**src/rtl/v1_pulse_gen_pkg.sv**
```systemverilog
// v1_pulse_gen_pkg: default settings and FSM state type shared
// by the synthetic detector-pulse source and its period timer.
package v1_pulse_gen_pkg;

  localparam int V1_SIZE_ADC_DATA = 14;
  localparam int V1_FRAC_BITS     = 8;
  localparam int V1_RISE_SHIFT    = 2;
  localparam int V1_DECAY_SHIFT   = 4;
  localparam int V1_HOLDOFF       = 16;
  localparam int V1_PERIOD_W      = 16;

  typedef enum logic [1:0] {
    ST_IDLE,
    ST_RISE,
    ST_DECAY,
    ST_HOLDOFF
  } pulse_state_t;

endpackage

```
**src/rtl/v1_period_timer.sv**
```systemverilog
// v1_period_timer: auto-trigger interval counter with reload on
// expiry, clear while disabled and a minimum period of 2.
module v1_period_timer
  import v1_pulse_gen_pkg::*;
#(
  parameter int PERIOD_W = V1_PERIOD_W
) (
  input  logic                clk_i,
  input  logic                rst_i,
  input  logic                en_i,
  input  logic [PERIOD_W-1:0] period_i,
  output logic                expired_o
);

  logic [PERIOD_W-1:0] cnt_q;
  logic [PERIOD_W-1:0] cnt_d;
  logic [PERIOD_W-1:0] last;

  // >= keeps a shortened period from running the full counter range
  assign last = (period_i < PERIOD_W'(2)) ? PERIOD_W'(1)
                                          : period_i - PERIOD_W'(1);

  assign expired_o = en_i && (cnt_q >= last);

  always_comb begin
    cnt_d = cnt_q + PERIOD_W'(1);
    if (!en_i || expired_o) begin
      cnt_d = '0;
    end
  end

  always_ff @(posedge clk_i) begin
    if (rst_i) begin
      cnt_q <= '0;
    end else begin
      cnt_q <= cnt_d;
    end
  end

endmodule

```
**src/rtl/v1_pulse_gen.sv**
```systemverilog
// v1_pulse_gen: linear-rise / exponential-decay pulse source that
// emulates the ADC feeding the variant-1 shaping filter.
module v1_pulse_gen
  import v1_pulse_gen_pkg::*;
#(
  parameter int SIZE_ADC_DATA = V1_SIZE_ADC_DATA,
  parameter int FRAC_BITS     = V1_FRAC_BITS,
  parameter int RISE_SHIFT    = V1_RISE_SHIFT,
  parameter int DECAY_SHIFT   = V1_DECAY_SHIFT,
  parameter int HOLDOFF       = V1_HOLDOFF,
  parameter int PERIOD_W      = V1_PERIOD_W
) (
  input  logic                     clk,
  input  logic                     reset,
  input  logic                     start,
  input  logic                     auto_en,
  input  logic [PERIOD_W-1:0]      period,
  input  logic [SIZE_ADC_DATA-1:0] amplitude,
  input  logic [SIZE_ADC_DATA-1:0] baseline,
  output logic [SIZE_ADC_DATA-1:0] output_data,
  output logic                     busy,
  output logic                     pulse_start,
  output logic                     missed
);

  localparam int ACC_W  = SIZE_ADC_DATA + FRAC_BITS;
  localparam int RC_W   = RISE_SHIFT + 1;
  localparam int HOLD_W = $clog2(HOLDOFF + 1);

  localparam logic [RC_W-1:0] RISE_LAST =
    RC_W'((1 << RISE_SHIFT) - 1);
  localparam logic [HOLD_W-1:0] HOLD_LAST =
    HOLD_W'(HOLDOFF - 1);

  pulse_state_t             state_q;
  logic [ACC_W-1:0]         acc_q;
  logic [ACC_W-1:0]         step_q;
  logic [RC_W-1:0]          rise_cnt_q;
  logic [HOLD_W-1:0]        hold_cnt_q;
  logic [SIZE_ADC_DATA-1:0] output_q;
  logic                     busy_q;
  logic                     pulse_start_q;
  logic                     missed_q;

  logic                     auto_exp;
  logic                     trigger;
  logic [ACC_W-1:0]         step_new;
  logic [ACC_W-1:0]         decay_sub;
  logic [SIZE_ADC_DATA-1:0] acc_int;
  logic [SIZE_ADC_DATA:0]   sum;
  logic [SIZE_ADC_DATA-1:0] sat_sum;

  v1_period_timer #(
    .PERIOD_W (PERIOD_W)
  ) u_timer (
    .clk_i     (clk),
    .rst_i     (reset),
    .en_i      (auto_en),
    .period_i  (period),
    .expired_o (auto_exp)
  );

  assign trigger   = start | auto_exp;
  assign step_new  = {amplitude, {FRAC_BITS{1'b0}}} >> RISE_SHIFT;
  assign decay_sub = acc_q >> DECAY_SHIFT;
  assign acc_int   = acc_q[ACC_W-1:FRAC_BITS];

  // one extra bit so the baseline + pulse sum clamps instead of wrapping
  assign sum     = {1'b0, baseline} + {1'b0, acc_int};
  assign sat_sum = sum[SIZE_ADC_DATA] ? '1 : sum[SIZE_ADC_DATA-1:0];

  always_ff @(posedge clk) begin
    if (reset) begin
      state_q       <= ST_IDLE;
      acc_q         <= '0;
      step_q        <= '0;
      rise_cnt_q    <= '0;
      hold_cnt_q    <= '0;
      output_q      <= '0;
      busy_q        <= 1'b0;
      pulse_start_q <= 1'b0;
      missed_q      <= 1'b0;
    end else begin
      output_q      <= sat_sum;
      pulse_start_q <= 1'b0;
      missed_q      <= trigger && (state_q != ST_IDLE);
      unique case (state_q)
        ST_IDLE: begin
          busy_q <= 1'b0;
          if (trigger) begin
            acc_q         <= step_new;
            step_q        <= step_new;
            rise_cnt_q    <= RC_W'(1);
            pulse_start_q <= 1'b1;
            busy_q        <= 1'b1;
            state_q       <= ST_RISE;
          end
        end
        ST_RISE: begin
          acc_q      <= acc_q + step_q;
          rise_cnt_q <= rise_cnt_q + RC_W'(1);
          if (rise_cnt_q == RISE_LAST) begin
            state_q <= ST_DECAY;
          end
        end
        ST_DECAY: begin
          if (acc_int == '0) begin
            acc_q      <= '0;
            hold_cnt_q <= '0;
            state_q    <= ST_HOLDOFF;
          end else begin
            acc_q <= acc_q - decay_sub;
          end
        end
        ST_HOLDOFF: begin
          if (hold_cnt_q == HOLD_LAST) begin
            busy_q  <= 1'b0;
            state_q <= ST_IDLE;
          end else begin
            hold_cnt_q <= hold_cnt_q + HOLD_W'(1);
          end
        end
        default: begin
          state_q <= ST_IDLE;
        end
      endcase
    end
  end

  assign output_data = output_q;
  assign busy        = busy_q;
  assign pulse_start = pulse_start_q;
  assign missed      = missed_q;

endmodule

```
**config.mk**
```make
export PLATFORM = sky130hd
export DESIGN_NAME = v1_pulse_gen
export DESIGN_NICKNAME = d
export VERILOG_FILES = /design/src/rtl/v1_pulse_gen_pkg.sv /design/src/rtl/v1_period_timer.sv /design/src/rtl/v1_pulse_gen.sv
export SDC_FILE = /design/constraint.sdc
export NUM_CORES = 1
export LEC_CHECK = 0
export BUFFER_PORTS_ARGS = -buffer_cell sky130_fd_sc_hd__buf_2
export CORE_MARGIN = 5
export CORE_UTILIZATION = 54
export CTS_CLUSTER_SIZE = 28
export DETAILED_ROUTE_END_ITERATION = 10
export GPL_TIMING_DRIVEN = 0
export PLACE_DENSITY = 0.77
export SLEW_MARGIN = 5
export SYNTH_ARGS = -nofsm -noshare
export SYNTH_HDL_FRONTEND = slang
export SYNTH_SLANG_ARGS = --single-unit
```
**constraint.sdc**
```tcl
create_clock -name clk -period 3.9 [get_ports clk]
set_input_delay 0.39 -clock clk [delete_from_list [all_inputs] [get_ports clk]]
set_output_delay 0.39 -clock clk [all_outputs]
set_load 0.005 [all_outputs]
```
* Word level (Yosys, flattened, before mapping)
Index checks and enable logic that the tools add are counted.
Operators by class: divide/modulo/power cells 0, reductions and logical operators 19, multiplexer cells 18, multiply operators 0, add/subtract/negate cells 7, shifts and indexed selects 0, eq/ne operators 10, bitwise operators 2, $lt $le $gt $ge 2
Operators by type and width (count):
- $pmux W22 S3 | 1
- $mux W22 | 2
- $add A22 B20 Y22 | 1
- $sub A22 B18 Y22 | 1
- $add A16 B1 Y16 const B | 1
- $ge A16 B16 Y1 | 1
- $lt A16 B2 Y1 const B | 1
- $mux W16 | 1
- $sub A16 B1 Y16 const B | 1
- $add A14 B14 Y15 | 1
- $logic_not A14 Y1 | 1
- $mux W14 | 1
- $mux W5 | 2
- $ne A2 B2 Y1 const B | 5
- $pmux W5 S2 | 1
- $mux W2 | 4
- $pmux W2 S4 | 1
- $reduce_and A2 Y1 | 4
- $reduce_bool A2 Y1 | 4
- $pmux W3 S2 | 1
- $add A5 B1 Y5 const B | 1
- $eq A5 B4 Y1 const B | 1
- $eq A2 B2 Y1 const B | 2
- $reduce_and A4 Y1 | 1
- 15 further kinds | 18
Storage, ports and cells: bits in latches 0, logic and storage cells 68, memory bits (writable) 0, memories kept 0, memory bits (read-only) 0, register bits after elaboration 79, output and inout bits 17, input bits 48

* Longest topological paths before layout
word-level depth 7, depth in mapped cells 17, mapped depth without buffers 15

* Cells and area by module
From an unflattened synthesis, not the netlist that was laid out.
Second synthesis, totals: cell total of the unflattened synthesis 825, area, all modules 6457.4 µm²
Modules (own cells, without submodules):
- v1_pulse_gen | times used 1, cells each 655, area an instance 5083.6 µm², sequential area each 1261.2 µm²
- v1_period_timer | times used 1, cells each 170, area an instance 1373.8 µm², sequential area each 320.3 µm²

* Worst setup path before layout
Ideal clock, no wire load.
path type input -> register, from input port period[7], to register step_q[13], stages on the path 16, setup time 0.128 ns, buffers on the path 2, data required time 3.772 ns, arrival 3.758 ns, slack 0.014 ns, cell sequence or4_1 nor4_1 nand2b_1 nor3_1 nand3_1 clkbuf_1 nand2_1 ha_1 and4_1 and2_1 a22oi_1 o21ai_0 o21ai_2 buf_2 mux2i_1 nor2_1
On the way: longest elaborated chain between the ends 6, elaborated cells between the ends (all ways) 7, those cells by class 1 x add/sub; 2 x order compare; 1 x mux; 1 x bitwise; 2 x reduce/logical
RTL lines:
- from (decl) | RTL line v1_pulse_gen.sv:17 | input logic [PERIOD_W-1:0] period,
- $sub A16 B1 Y16 or $lt A16 B2 Y1 (tied branches) | RTL line v1_period_timer.sv:21, v1_period_timer.sv:20
- $mux W16 (*) | RTL line v1_period_timer.sv:20 | assign last = (period_i < PERIOD_W'(2)) ? PERIOD_W'(1)
- $ge A16 B16 Y1 (*) | RTL line v1_period_timer.sv:23 | assign expired_o = en_i && (cnt_q >= last);
- $logic_and A1 B1 Y1 (*) | RTL line v1_period_timer.sv:23
- $or A1 B1 Y1 (*) | RTL line v1_pulse_gen.sv:63 | assign trigger = start | auto_exp;
- $reduce_and A2 Y1 (no source line) (*)
- to (signal assigned) | RTL line v1_pulse_gen.sv:92 | step_q <= step_new;
- to (decl) | RTL line v1_pulse_gen.sv:37 | logic [ACC_W-1:0] step_q;
Every way passes the cells marked *; elsewhere a longest branch is shown, timed or not. A chain may end at the register's enable or synchronous reset.

* Final worst setup path
from input port period[7], to register acc_q[0]
On the way: longest elaborated chain between the ends 7, elaborated cells between the ends (all ways) 8, those cells by class 1 x add/sub; 2 x order compare; 1 x eq/ne; 1 x mux; 1 x bitwise; 2 x reduce/logical
RTL lines:
- $sub A16 B1 Y16 or $lt A16 B2 Y1 (tied branches) | RTL line v1_period_timer.sv:21, v1_period_timer.sv:20
- $mux W16 (*) | RTL line v1_period_timer.sv:20
- $ge A16 B16 Y1 (*) | RTL line v1_period_timer.sv:23
- $logic_and A1 B1 Y1 (*) | RTL line v1_period_timer.sv:23
- $or A1 B1 Y1 (*) | RTL line v1_pulse_gen.sv:63
- $ne A2 B2 Y1 (no source line) (*)
- $reduce_and A2 Y1 (no source line) (*)
- to (signal assigned) | RTL line v1_pulse_gen.sv:91 | acc_q <= step_new;
- to (signal assigned) | RTL line v1_pulse_gen.sv:100 | acc_q <= acc_q + step_q;
- to (signal assigned) | RTL line v1_pulse_gen.sv:112 | acc_q <= acc_q - decay_sub;
- to (decl) | RTL line v1_pulse_gen.sv:36 | logic [ACC_W-1:0] acc_q;
Marked as above.

==> impl_results.md <==
* GP Congestion at between 0.9 and 1
* Syn nets at 902
* Port bufs at 63
* Number of enable flip-flop cells after synthesis at 0
* Yosys warns at 0
* TritonCTS clock tree: built
* Layout Cells excl Fill at approximately 1,000
* Layout cells sized above 1 at 0.138
* Initial drt markers at ~380
* DP Cell Count at 985
* Max clock buf depth at 2
* H-tree Lvls at 3
* Main flop type after synthesis: dfxtp_1
* Starting Density at 0.545
* Layout area overhead at 15.7%
* Required @ worst endpoint at about 4.2 ns
* Multiplexer share of the synthesized area at 0.0243
* Placed Area at roughly 0.0067 mm²
* Ys async rst share at 0
* Syn Area/Cell at between 7 and 8 µm²
* Num ports at 65
* Global-route wire length before repair at roughly 27,000 µm
* Layout Nets at around 990
* M2 GR Usage at 0.421
* WL/cell at around 16 µm
* Gate Count Post-Synth at between 700 and 800
* Pre-CTS setup slack at -0.845 ns
* Num CTS Buffers at 9
* DIE AREA at 0.0137 mm²
* Tot GR Track Use at 0.246
* Hold Vio Cnt, Final at 0
* DP HPWL at around 13,000 µm
* Adder-cell share of the synthesized area at 0.156
* N_diodes at 0
* CP Max Fanout at 4
* Simple-Gate Fraction of Synth Area at 0.187
* Synth cell types at 63
* Startpoint type of the worst setup path: primary input
* Worst slew pin tran at approximately 0.72 ns
* Pins Over Slew Limit at 0
* M1 GR Usage at 0.296
* Compound-Gate Fraction of Synth Area at 0.250
* P_leak at between 3 and 4 nW
* Root Buffer: clkbuf_16
* Grt peak-use layer: met2
* Power Total at 5.53 mW
* Num Clock Sinks at between 70 and 80
* Max VDD drop at 0.493 mV
* Rel. slew slack at 0.514
* Final setup margin at between 0.1 and 0.15 ns
* RSZ-0062 raised after global routing: yes
* Initial antenna violation count at 0
* Maxcap violations at 0
* Worst Skew at between 0.006 and 0.007 ns
* Hold WS at between 0.2 and 0.3 ns
* Mapped cell area at 0.00617 mm²
* Die height at between 100 and 150 µm
* Largest family of logic cells by synthesized area: compound AO/OA/AOI/OAI gates
* Via-to-Cell Ratio at slightly below 6
* Hold Crit Class: primary input to register
* Worst Setup End Kind: register
* Fmax at between 0.2 and 0.3 GHz
* Vias in the first global route at ~5,700
* Die W at between 100 and 150 µm
* Met3 Use GR at 0.0591
* Pin count of the biggest net entering global routing at 13
* Detailed-route via count at about 5,900
* Critical Path AT at about 4.1 ns
* Number of iterations in the first detailed-routing pass at 5
* Min cycle time layout at 3.79 ns
* DRT antenna net count at 0
* Kind of critical path: primary input to register
* Congestion Overflow GR at 0
* Core ar. at 0.0113 mm²
* Fin util at 0.631
* Clock-pin slew on the worst setup and hold paths at ~0.06 ns
* Drc violations at 0
* Core Rows at 39
* Pwr Density at between 700 and 800 mW/mm²
* # fillers at 1,047
* Synth Register Bits at slightly below 80
* Final instance area at 0.00714 mm²
* Seq/Total Area, Yosys at 0.256
* Final setup viols at 0
* Post-Route WL at 16,400 µm
* Fin crit share at 0.972
* Final TNS setup at 0 ns
* Post-synthesis xor/xnor area fraction at 0.0851
* Run status: complete, no violations
* Hold buffer count at cts at 0
* Clock Latency Late Sink at approximately 0.34 ns
-- path summary, 6_finish.rpt --
path	from	endpoint	slack, ns	depth (start not counted)
worst max-delay path	period[7]	acc_q[0]	0.11	17
worst min-delay path	amplitude[2]	step_q[8]	0.30	3
worst max register to register	acc_q[8]	acc_q[21]	0.89	10
worst min register to register	u_timer.cnt_q[0]	u_timer.cnt_q[0]	0.48	1
-- sequential cells by signal, indices dropped and copies added (netlist names) --
register	count
output_data	14
missed	1
pulse_start	1
hold_cnt_q	5
step_q	14
busy	1
u_timer.cnt_q	16
acc_q	22
state_q	2
rise_cnt_q	3
-- placed cells by master, fill, tap and decap left out, types with 9 or more instances in the layout --
master,netlist,final
a211oi_1,14,14
a21o_1,20,20
a21oi_1,77,75
buf_2,7,67
buf_4,0,14
clkbuf_1,18,17
clkbuf_16,0,9
dfxtp_1,79,79
ha_1,72,72
inv_1,40,40
mux2i_1,15,15
nand2_1,56,56
nand2b_1,9,9
nand3_1,23,22
nor2_1,96,95
nor3_1,22,22
o211ai_1,12,12
o21ai_0,39,37
xnor2_1,20,20
xor2_1,40,40
-- synthesized netlist by cell type, types with 3 or more instances --
master,count,area (µm²)
o31ai_1,3,22.5
a31oi_1,8,50.1
and2_1,4,25.0
a2111oi_2,3,45.0
o211ai_1,12,90.1
or4_1,4,30.0
a22oi_1,5,37.5
o21ai_0,39,195
a221oi_1,4,35.0
a211oi_1,14,105
xor2_1,40,350
a32o_1,4,40.0
nand3_1,23,115
inv_1,40,150
nor2_1,96,360
buf_2,7,35.0
nor4_1,7,43.8
a21o_1,20,150
o21bai_1,7,52.6
a21oi_1,77,385
nor3_1,22,110
dfxtp_1,79,1580
o21a_1,5,37.5
nand2b_1,9,56.3
mux2i_1,15,150
clkbuf_1,18,67.6
fa_1,3,60.1
nor2b_1,7,43.8
and3_1,8,50.1
ha_1,72,901
nand4_1,5,31.3
xnor2_1,20,175
o221ai_1,3,26.3
nand2_1,56,210
-- kinds of logic (layout without fill, tap and decap cells) --
family | count (synthesis) | in the layout
adders and majority gates | 75 | 75
muxes | 15 | 15
and+or+nand+nor | 251 | 251
buffers and inverters | 66 | 154
AOI/OAI and AO/OA | 233 | 233
xor gates and xnor gates | 60 | 60
DFF | 79 | 79
-- where the power goes --
part           leakage, nW  switching (mW)  internal, mW
clock network        0.155           0.333         0.572
registers            0.647           0.200         0.986
logic                 2.42            1.99          1.45
-- critical path, stage by stage --
cell and delay (ns):
buf_2 0.12, or4_4 0.58, nor4_4 0.31, nand2b_1 0.14, buf_4 0.16, nor3_1 0.22, xor2_1 0.16, nand2_1 0.07
ha_1 0.29, and4_4 0.21, and2_1 0.16, a221oi_2 0.06, o211ai_1 0.17, nand2b_1 0.17, buf_4 0.17, or4_1 0.52
a21oi_2 0.15
-- repair_timing --
| item | 4_1_cts | 5_1_grt |
|---|---|---|
| endpoints found under the hold margin | 0 | 0 |
| resized for setup | 9 | 21 |
| setup buffers | 1 | 10 |
| pin swaps | 1 | 3 |
| setup endpoints to repair | 37 | 50 |
| cloned | 0 | 0 |
-- per-layer routing --
layer / wire, µm / vias up
li1: - / 2979
met1: 7050 / 2752
met2: 7920 / 173
met3: 977 / 37
met4: 439 / 0
met5: 0 / -
-- area by class of cell --
type | instances | area (µm²) | area share
buffer | 25 | 125 | 0.0175
clock buffer | 11 | 243 | 0.0340
clock inverter | 4 | 70.1 | 0.00981
inverter | 40 | 150 | 0.0210
multi-input combinational | 634 | 4390 | 0.615
sequential | 79 | 1580 | 0.221
tap | 143 | 179 | 0.0251
timing repair buffer | 74 | 398 | 0.0557
Note: power is estimated with default switching activity, not from simulation.
